`src/rtl/fp8_pkg.sv`:
```
// Shared FP16 / FP8 E5M2 field widths, encodings and lane flag bundle.
// Imported by the lane converter and the pipeline wrapper.
package fp8_pkg;

  localparam int FP16_EXP_W = 5;
  localparam int FP16_MAN_W = 10;
  localparam int E5M2_EXP_W = 5;
  localparam int E5M2_MAN_W = 2;
  localparam int EXP_BIAS   = 15;

  localparam logic [6:0] E5M2_QNAN_MAG = 7'h7E;
  localparam logic [6:0] E5M2_INF_MAG  = 7'h7C;
  localparam logic [6:0] E5M2_MAXF_MAG = 7'h7B;

  typedef struct packed {
    logic ovf;
    logic unf;
    logic inx;
    logic nan;
  } lane_flags_t;

endpackage

```
`src/rtl/fp16_to_e5m2_lane.sv`:
```
// Combinational FP16 -> E5M2 converter, round-to-nearest-even.
// fp16 in, e5m2 byte + lane flags out; FP8_SATURATE_EN clamps overflow.
module fp16_to_e5m2_lane
  import fp8_pkg::*;
(
  input  logic [15:0] fp16,
  output logic [7:0]  e5m2,
  output lane_flags_t flags
);

  localparam int RW = E5M2_EXP_W + E5M2_MAN_W;

  logic                  s;
  logic [FP16_EXP_W-1:0] e;
  logic [FP16_MAN_W-1:0] m;
  logic                  lsb;
  logic                  guard;
  logic                  sticky;
  logic                  rnd_up;
  logic [RW-1:0]         sum;
  logic                  is_nan;
  logic                  is_inf;
  logic                  is_ovf;

  assign {s, e, m} = fp16;

  assign lsb    = m[8];
  assign guard  = m[7];
  assign sticky = |m[6:0];
  assign rnd_up = guard & (sticky | lsb);

  // Mantissa carry ripples into the exponent, so
  // subnormals can round up into the normal range.
  assign sum = {e, m[9:8]} + {{(RW-1){1'b0}}, rnd_up};

  assign is_nan = (&e) & (|m);
  assign is_inf = (&e) & ~(|m);
  assign is_ovf = ~(&e) & (&sum[RW-1:E5M2_MAN_W]);

  always_comb begin
    e5m2  = '0;
    flags = '0;
    unique case (1'b1)
      is_nan: begin
        e5m2      = {s, E5M2_QNAN_MAG};
        flags.nan = 1'b1;
      end
      is_inf: begin
        e5m2 = {s, E5M2_INF_MAG};
      end
      is_ovf: begin
`ifdef FP8_SATURATE_EN
        e5m2      = {s, E5M2_MAXF_MAG};
`else
        e5m2      = {s, E5M2_INF_MAG};
`endif
        flags.ovf = 1'b1;
        flags.inx = 1'b1;
      end
      default: begin
        e5m2      = {s, sum};
        flags.inx = guard | sticky;
        flags.unf = (|fp16[14:0]) & ~(|sum);
      end
    endcase
  end

endmodule

```
`src/rtl/fp16_to_fp8e5m2_pipe.sv`:
```
// 2-stage valid/ready FP16 -> E5M2 lane converter with sticky flags.
// in/out handshake, flag_clr, flag_*, beat_cnt; FP8_SATURATE_EN optional.
module fp16_to_fp8e5m2_pipe
  import fp8_pkg::*;
#(
  parameter int LANES = 4,
  parameter int CNT_W = 16
) (
  input  logic                 clk,
  input  logic                 rst_n,
  input  logic                 in_valid,
  output logic                 in_ready,
  input  logic [16*LANES-1:0]  in_data,
  output logic                 out_valid,
  input  logic                 out_ready,
  output logic [8*LANES-1:0]   out_data,
  input  logic                 flag_clr,
  output logic                 flag_ovf,
  output logic                 flag_unf,
  output logic                 flag_inx,
  output logic                 flag_nan,
  output logic [CNT_W-1:0]     beat_cnt
);

  logic                s1_valid;
  logic                s2_valid;
  logic                s1_adv;
  logic                s2_adv;
  logic                s2_load;
  logic                acc;
  logic [16*LANES-1:0] s1_data;
  logic [8*LANES-1:0]  cvt;
  lane_flags_t         lf [LANES];
  lane_flags_t         any_f;

  assign s2_adv   = ~s2_valid | out_ready;
  assign s1_adv   = ~s1_valid | s2_adv;
  assign in_ready = s1_adv;
  assign acc      = in_valid & s1_adv;
  assign s2_load  = s2_adv & s1_valid;

  assign out_valid = s2_valid;

  for (genvar i = 0; i < LANES; i++) begin : g_lane
    fp16_to_e5m2_lane u_lane (
      .fp16  (s1_data[16*i +: 16]),
      .e5m2  (cvt[8*i +: 8]),
      .flags (lf[i])
    );
  end

  always_comb begin
    any_f = '0;
    for (int i = 0; i < LANES; i++) begin
      any_f.ovf |= lf[i].ovf;
      any_f.unf |= lf[i].unf;
      any_f.inx |= lf[i].inx;
      any_f.nan |= lf[i].nan;
    end
  end

  always_ff @(posedge clk or negedge rst_n) begin
    if (!rst_n) begin
      s1_valid <= 1'b0;
      s1_data  <= '0;
    end else if (s1_adv) begin
      s1_valid <= in_valid;
      if (in_valid) s1_data <= in_data;
    end
  end

  always_ff @(posedge clk or negedge rst_n) begin
    if (!rst_n) begin
      s2_valid <= 1'b0;
      out_data <= '0;
    end else if (s2_adv) begin
      s2_valid <= s1_valid;
      if (s1_valid) out_data <= cvt;
    end
  end

  // A flag event in the clearing cycle still lands.
  always_ff @(posedge clk or negedge rst_n) begin
    if (!rst_n) begin
      flag_ovf <= 1'b0;
      flag_unf <= 1'b0;
      flag_inx <= 1'b0;
      flag_nan <= 1'b0;
    end else begin
      flag_ovf <= (flag_ovf & ~flag_clr) | (s2_load & any_f.ovf);
      flag_unf <= (flag_unf & ~flag_clr) | (s2_load & any_f.unf);
      flag_inx <= (flag_inx & ~flag_clr) | (s2_load & any_f.inx);
      flag_nan <= (flag_nan & ~flag_clr) | (s2_load & any_f.nan);
    end
  end

  always_ff @(posedge clk or negedge rst_n) begin
    if (!rst_n) begin
      beat_cnt <= '0;
    end else begin
      beat_cnt <= (flag_clr ? '0 : beat_cnt) + CNT_W'(acc);
    end
  end

endmodule

```
`config.mk`:
```
export PLATFORM = sky130hd
export DESIGN_NAME = fp16_to_fp8e5m2_pipe
export DESIGN_NICKNAME = d
export VERILOG_FILES = /design/src/rtl/fp8_pkg.sv /design/src/rtl/fp16_to_e5m2_lane.sv /design/src/rtl/fp16_to_fp8e5m2_pipe.sv
export SDC_FILE = /design/constraint.sdc
export NUM_CORES = 1
export LEC_CHECK = 0
export BUFFER_PORTS_ARGS = -buffer_cell sky130_fd_sc_hd__buf_2
export CELL_PAD_IN_SITES_DETAIL_PLACEMENT = 1
export CELL_PAD_IN_SITES_GLOBAL_PLACEMENT = 2
export CORE_MARGIN = 2
export CORE_UTILIZATION = 30
export DETAILED_ROUTE_END_ITERATION = 8
export GPL_TIMING_DRIVEN = 0
export HOLD_SLACK_MARGIN = 0.03
export PLACE_DENSITY_LB_ADDON = 0.1
export SLEW_MARGIN = 20
export SYNTH_ARGS = -nofsm -noshare
export SYNTH_HDL_FRONTEND = slang
export SYNTH_SLANG_ARGS = --single-unit
export TNS_END_PERCENT = 1
```
`constraint.sdc`:
```
create_clock -name clk -period 2.55 [get_ports clk]
set_input_delay 0.255 -clock clk [delete_from_list [all_inputs] [get_ports clk]]
set_output_delay 0.255 -clock clk [all_outputs]
set_load 0.02 [all_outputs]
```
==> flow_summary.toml, run 1 <==
[cts]
clkSlewWorstSetupHoldPaths_ns = 0.05
clkLatencyLatePin_ns = 0.41
cts_setup_buffers = 0
cts.path.max_buffers = 2
cts_root_buffer = "clkbuf_16"
numCtsBuffers = 17
cts_max_level = 4
cts_tree = "done"
clock-sinks = 118

[finish]
final_core_util_pct = 38.8
layout_commonest_cell = "buf_2"
layout_common_cells = "128 x buf_2, 118 x dfrtp_1, 59 x nand2_1, 59 x mux2_2, 38 x nor2_1"
synthToLayoutAreaGrowth_pct = 27.0
finalNonFillerCells = 927
diodes = 0
drive_above_1_share_pct = 32.9
nets = 755

[hold_path]
whs_endpoint = "s1_data[26]$_DFFE_PN0P_"
hold_depth = 3
hp-start = "in_data[26]"
hold_path_class = "in -> reg"

[floorplan]
fp.coreArea_sq_um = 18700
fp.dieW_um = 142
placementRows = 50
die_area_sq_um = 20100
die_h_um = 142
ios = 123
start_util_pct = 30.5

[timing]
finalHoldViolCount = 0
grt_setup_unrepaired = "no"
setup_violations = 0
finalCritPeriodShare_pct = 91.6
tightestPinTransition_ns = 0.679
fmax_ghz = 0.428
relSlewSlack_pct = 54.7
skew_ns = 0.00816
maxSlewViolCount = 0
finalCriticalPeriod_ns = 2.34

[grt]
grt_max_degree = 66
grt_usage_pct = 17.4
grt_pass1_vias = 4964
grt_pass1_wl_um = 27100
grt_overflow = 0
antenna_found_initial = 0

[yosys]
synthCells = 536
async_flop_share_pct = 100
synth.distinct_cells = 58
synth_fp_nets = 611
yosys.area.top_type_share_pct = 51.7
yosysTopAreaCell = "dfrtp_1"
yosysSeqAreaShare_pct = 51.7
yosysWarnings = 0
synthFlopType = "dfrtp_1"
postSynthAreaPerCell_sq_um = 10.7
synth_edf_count = 0
synth_area_leaders = "dfrtp_1 52%, mux2_2 12%, nand2_1 3.9%"
synth_area_sq_um = 5710
ys_ff_latch = 118

[setup_path]
crit_required_ns = 2.81
reg2reg_from = "s1_data[24]$_DFFE_PN0P_"
crit_path_end_kind = "register"
crit_path_start = "s1_data[24]$_DFFE_PN0P_"
reg2reg_slack_ns = 0.21
crit_type = "reg -> reg"
reg2reg_depth = 7
worstSetupStartpointType = "register"
crit_arrival_ns = 2.60
path_max_fanout = 7
r2r-end = "flag_inx$_DFF_PN0_"

[run]
cap_violations = 0

[power]
ir_drop_uv = 464
power.leakage_nw = 3.22
power_density_nw_per_um2 = 823
power_mw = 5.97

[routing]
drtIter0Drc = 167
drc = 0
wirelength_um = 16600
vias = 4628
drt-pass1-iter-count = 4
avgViaCountPerCell = 4.99
routedWlPerCell_um = 17.9
drtAntennaViolNets = 0

[placed_design]
dp_cells = 893
port_buffers = 122
gp_congestion = 0.755
place_hpwl_um = 12400

[outcome]
status = "complete, no violations"
Yosys cell counts (all sizes together) (3+ instances only):
cell type / instances
nor2b: 6
inv: 8
nand3b: 7
o31ai: 5
o21ai: 24
o22ai: 3
buf: 11
nand2b: 7
nand3: 19
xor2: 14
clkbuf: 17
dfrtp: 118
xnor2: 12
mux2: 59
nand2: 60
nand4: 9
a31oi: 17
and2: 7
ha: 6
o211ai: 3
and3: 6
mux2i: 3
nor3: 11
or3: 8
nor2: 39
o221ai: 3
nor4: 8
a21oi: 11
and4: 4
report_power, final:
group	leakage [nW]	total [mW]	switching [mW]	internal [mW]
Sequential	1.42	2.39	0.229	2.16
Clock	0.274	2.34	0.858	1.49
Combinational	1.53	1.24	0.738	0.498
sequential cells by signal, summed over array words and instances (netlist names):
signal / flops
flag_ovf: 1
s1_data: 64
flag_unf: 1
s1_valid: 1
flag_nan: 1
out_valid: 1
out_data: 32
flag_inx: 1
beat_cnt: 16
worst max-delay path, cell delays in order, from the launching register on:
cell and delay, ns:
dfrtp_1 0.43, and2_1 0.18, ha_1 0.24, a311oi_1 0.27, o21ai_0 0.22, o41ai_1 0.54
or3_1 0.19, o2111ai_1 0.11
worst max-delay path by stage:
stage | depth (start not counted) | slack, ns | endpoint
2_1_floorplan | 10 | 0.15 | beat_cnt[14]$_DFF_PN0_
3_3_place_gp | 11 | -0.39 | beat_cnt[14]$_DFF_PN0_
3_5_place_dp | 11 | -0.41 | beat_cnt[14]$_DFF_PN0_
4_1_cts | 10 | 0.05 | beat_cnt[14]$_DFF_PN0_
5_1_grt | 10 | 0.02 | beat_cnt[14]$_DFF_PN0_
6_report | 7 | 0.21 | flag_inx$_DFF_PN0_
stage by stage:
step,setup WS [ns],TNS (ns),cell area (sq um),hold WS (ns)
after detailed placement,-0.413,-1.31,6650,0.255
final,0.213,0,7250,0.0589
after global placement,-0.387,-42.57,6610,0.451
after CTS,0.0503,0,7240,0.0431
after global routing,0.0181,0,7250,0.0520
after floorplan,0.151,0,5710,-0.0406
layout make-up:
class / count / area (sq um)
Tap cell: 234 / 293
Clock buffer: 24 / 472
Clock inverter: 8 / 98.8
Timing Repair Buffer: 125 / 664
Inverter: 9 / 38.8
Buffer: 28 / 114
Sequential cell: 118 / 2950
Fill cell: 2113 / 11500
Multi-Input combinational cell: 381 / 2620
kinds of logic (layout without fill, tap and decap cells):
kind of cell | count (synthesis) | count (layout) | synth area share (%)
adder cells (fa/ha/maj) | 6 | 6 | 1.31
flip-flops | 118 | 118 | 51.7
AO/OA/AOI/OAI | 87 | 87 | 10.1
AND/OR/NAND/NOR | 200 | 200 | 18.1
buffers and inverters | 37 | 194 | 2.59
XOR/XNOR | 26 | 26 | 3.99
multiplexers | 62 | 62 | 12.2
layer usage:
layer	routed length (um)	global-route usage [%]	part of all wire [%]
met1	7770	22.8	47
met2	8110	29.1	49
met3	609	4.31	3.7
met4	108	4.42	0.65
met5	0	0	0
repair_timing:
action / in CTS / in global routing
hold buffers: 2 / 0
endpoints found under the hold margin: 54 / 0
endpoints found under the setup margin: 7 / 3
resized for setup: 2 / 4
No activity file was read; power rests on OpenSTA's default activity.
==> inputs of run 2 (changes only) <==
Clock period 2.55 ns to 2.5 ns, I/O delays scaled along.
==> flow_summary.toml, run 2 (synthesis gave the netlist of run 1 again) <==
[outcome]
status = "complete, no violations"

[finish]
final_core_util_pct = 38.8
nets = 756
diodes = 0
top_regs = "s1_data (64), out_data (32), beat_cnt (16)"
largest_reg_flops = 64
drive_above_1_share_pct = 33.0
regMostFlops = "s1_data"
layout_commonest_cell = "buf_2"
layout_common_cells = "128 x buf_2, 118 x dfrtp_1, 59 x nand2_1, 59 x mux2_2, 38 x nor2_1"
synthToLayoutAreaGrowth_pct = 27.1

[routing]
drt-pass1-iter-count = 5
drtIter0Drc = 178
wirelength_um = 16600
avgViaCountPerCell = 4.99
drtAntennaViolNets = 0
drc = 0
routedWlPerCell_um = 17.9
vias = 4633

[timing]
fin_setup_tns_ns = 0
relSlewSlack_pct = 54.9
finalCritPeriodShare_pct = 93.6
skew_ns = 0.00747
finalHoldViolCount = 0
tightestPinTransition_ns = 0.677
fmax_ghz = 0.428
setup_slack_ns = 0.161
setup_violations = 0
finalCriticalPeriod_ns = 2.34
maxSlewViolCount = 0

[power]
power.leakage_nw = 3.23
pwr-share-comb_pct = 20.7
seqPwrFrac_pct = 40.1
p_clk_share_pct = 39.2
ir_drop_uv = 474
power_mw = 6.09
p_switching_mw = 1.86
power_density_nw_per_um2 = 839
swShare_pct = 30.5
p_int_mw = 4.23

[grt]
grt_usage_pct = 17.4
grt_overflow = 0
antenna_found_initial = 0
grt_pass1_vias = 4964
grt_pass1_wl_um = 27100
grt_max_degree = 66

[floorplan]
die_h_um = 142
fp.dieW_um = 142
start_util_pct = 30.5
placementRows = 50
fp.coreArea_sq_um = 18700
ios = 123
die_area_sq_um = 20100

[setup_path]
crit_path_start = "s1_data[24]$_DFFE_PN0P_"
crit_type = "reg -> reg"
reg2reg_depth = 7
crit_required_ns = 2.76
crit_arrival_ns = 2.60
reg2reg_slack_ns = 0.16
crit_path_end_kind = "register"
reg2reg_from = "s1_data[24]$_DFFE_PN0P_"
worstSetupStartpointType = "register"
path_max_fanout = 7

[placed_design]
place_ws_ns = -0.458
gp_congestion = 0.755
place_hpwl_um = 12400
port_buffers = 122

[cts]
cts_max_level = 4
cts_tree = "done"
clock-sinks = 118
numCtsBuffers = 17
clkSlewWorstSetupHoldPaths_ns = 0.05
cts.path.max_buffers = 2
cts_root_buffer = "clkbuf_16"
clkLatencyLatePin_ns = 0.41

[run]
cap_violations = 0

[hold_path]
hp-start = "in_data[26]"
hold_path_class = "in -> reg"
hold_depth = 3
run 2: cell count changes in the layout (fill, tap and decap cells not counted), sizes merged:
cell / before / now
buf: 134 / 135
run 2: critical path, stage by stage (launching register included):
cell and delay (ns):
dfrtp_1 0.43, and2_1 0.18, ha_1 0.24, a311oi_1 0.27, o21ai_0 0.22, o41ai_1 0.54, or3_1 0.19, o2111ai_1 0.11
run 2: final timing paths:
check,to
setup / recovery,flag_inx$_DFF_PN0_
hold / removal,s1_data[26]$_DFFE_PN0P_
setup reg to reg,flag_inx$_DFF_PN0_
hold reg to reg,out_data[29]$_DFFE_PN0P_
max in group asynchronous,s1_data[48]$_DFFE_PN0P_
min in group asynchronous,s1_data[46]$_DFFE_PN0P_
run 2: through the flow:
stage	hold slack, ns	instances	cell area [sq um]
3_5_place_dp	0.250	893	6650
4_1_cts	0.0381	927	7240
5_1_grt	0.0470	928	7260
3_3_place_gp	0.451	892	6610
2_1_floorplan	-0.0456	536	5710
6_report	0.0534	928	7260
run 2: layout make-up:
cell class                 count  area (sq um)
sequential                   118          2950
tap                          234           293
multi-input combinational    381          2620
clock inverter                 8          98.8
fill                        2113         11400
timing repair buffer         126           672
inverter                       9          38.8
clock buffer                  24           472
buffer                        28           114
run 2: routing by layer:
metal  vias up  global-route usage (%)  wire (um)
met5         -                       0          0
met4         0                    4.42        125
met3        11                    4.31        590
met2        80                    29.1       8090
met1      2320                    22.8       7780
li1       2222                       -          -
run 2: power by group through the flow:
stage	clock network, mW	registers, mW	logic [mW]
2_1_floorplan	0	2.59	0.638
3_3_place_gp	0	2.46	1.24
3_5_place_dp	0	2.48	1.28
4_1_cts	2.46	2.44	1.29
5_1_grt	2.55	2.49	1.41
6_report	2.39	2.44	1.26
run 2: timing repair:
action / in CTS / in global routing
gates resized for setup: 2 / 4
hold endpoints to repair: 54 / 0
hold buffers: 2 / 0
buffers inserted: 0 / 1
endpoints found under the setup margin: 9 / 5
pin swaps: 0 / 1
gates cloned: 0 / 0
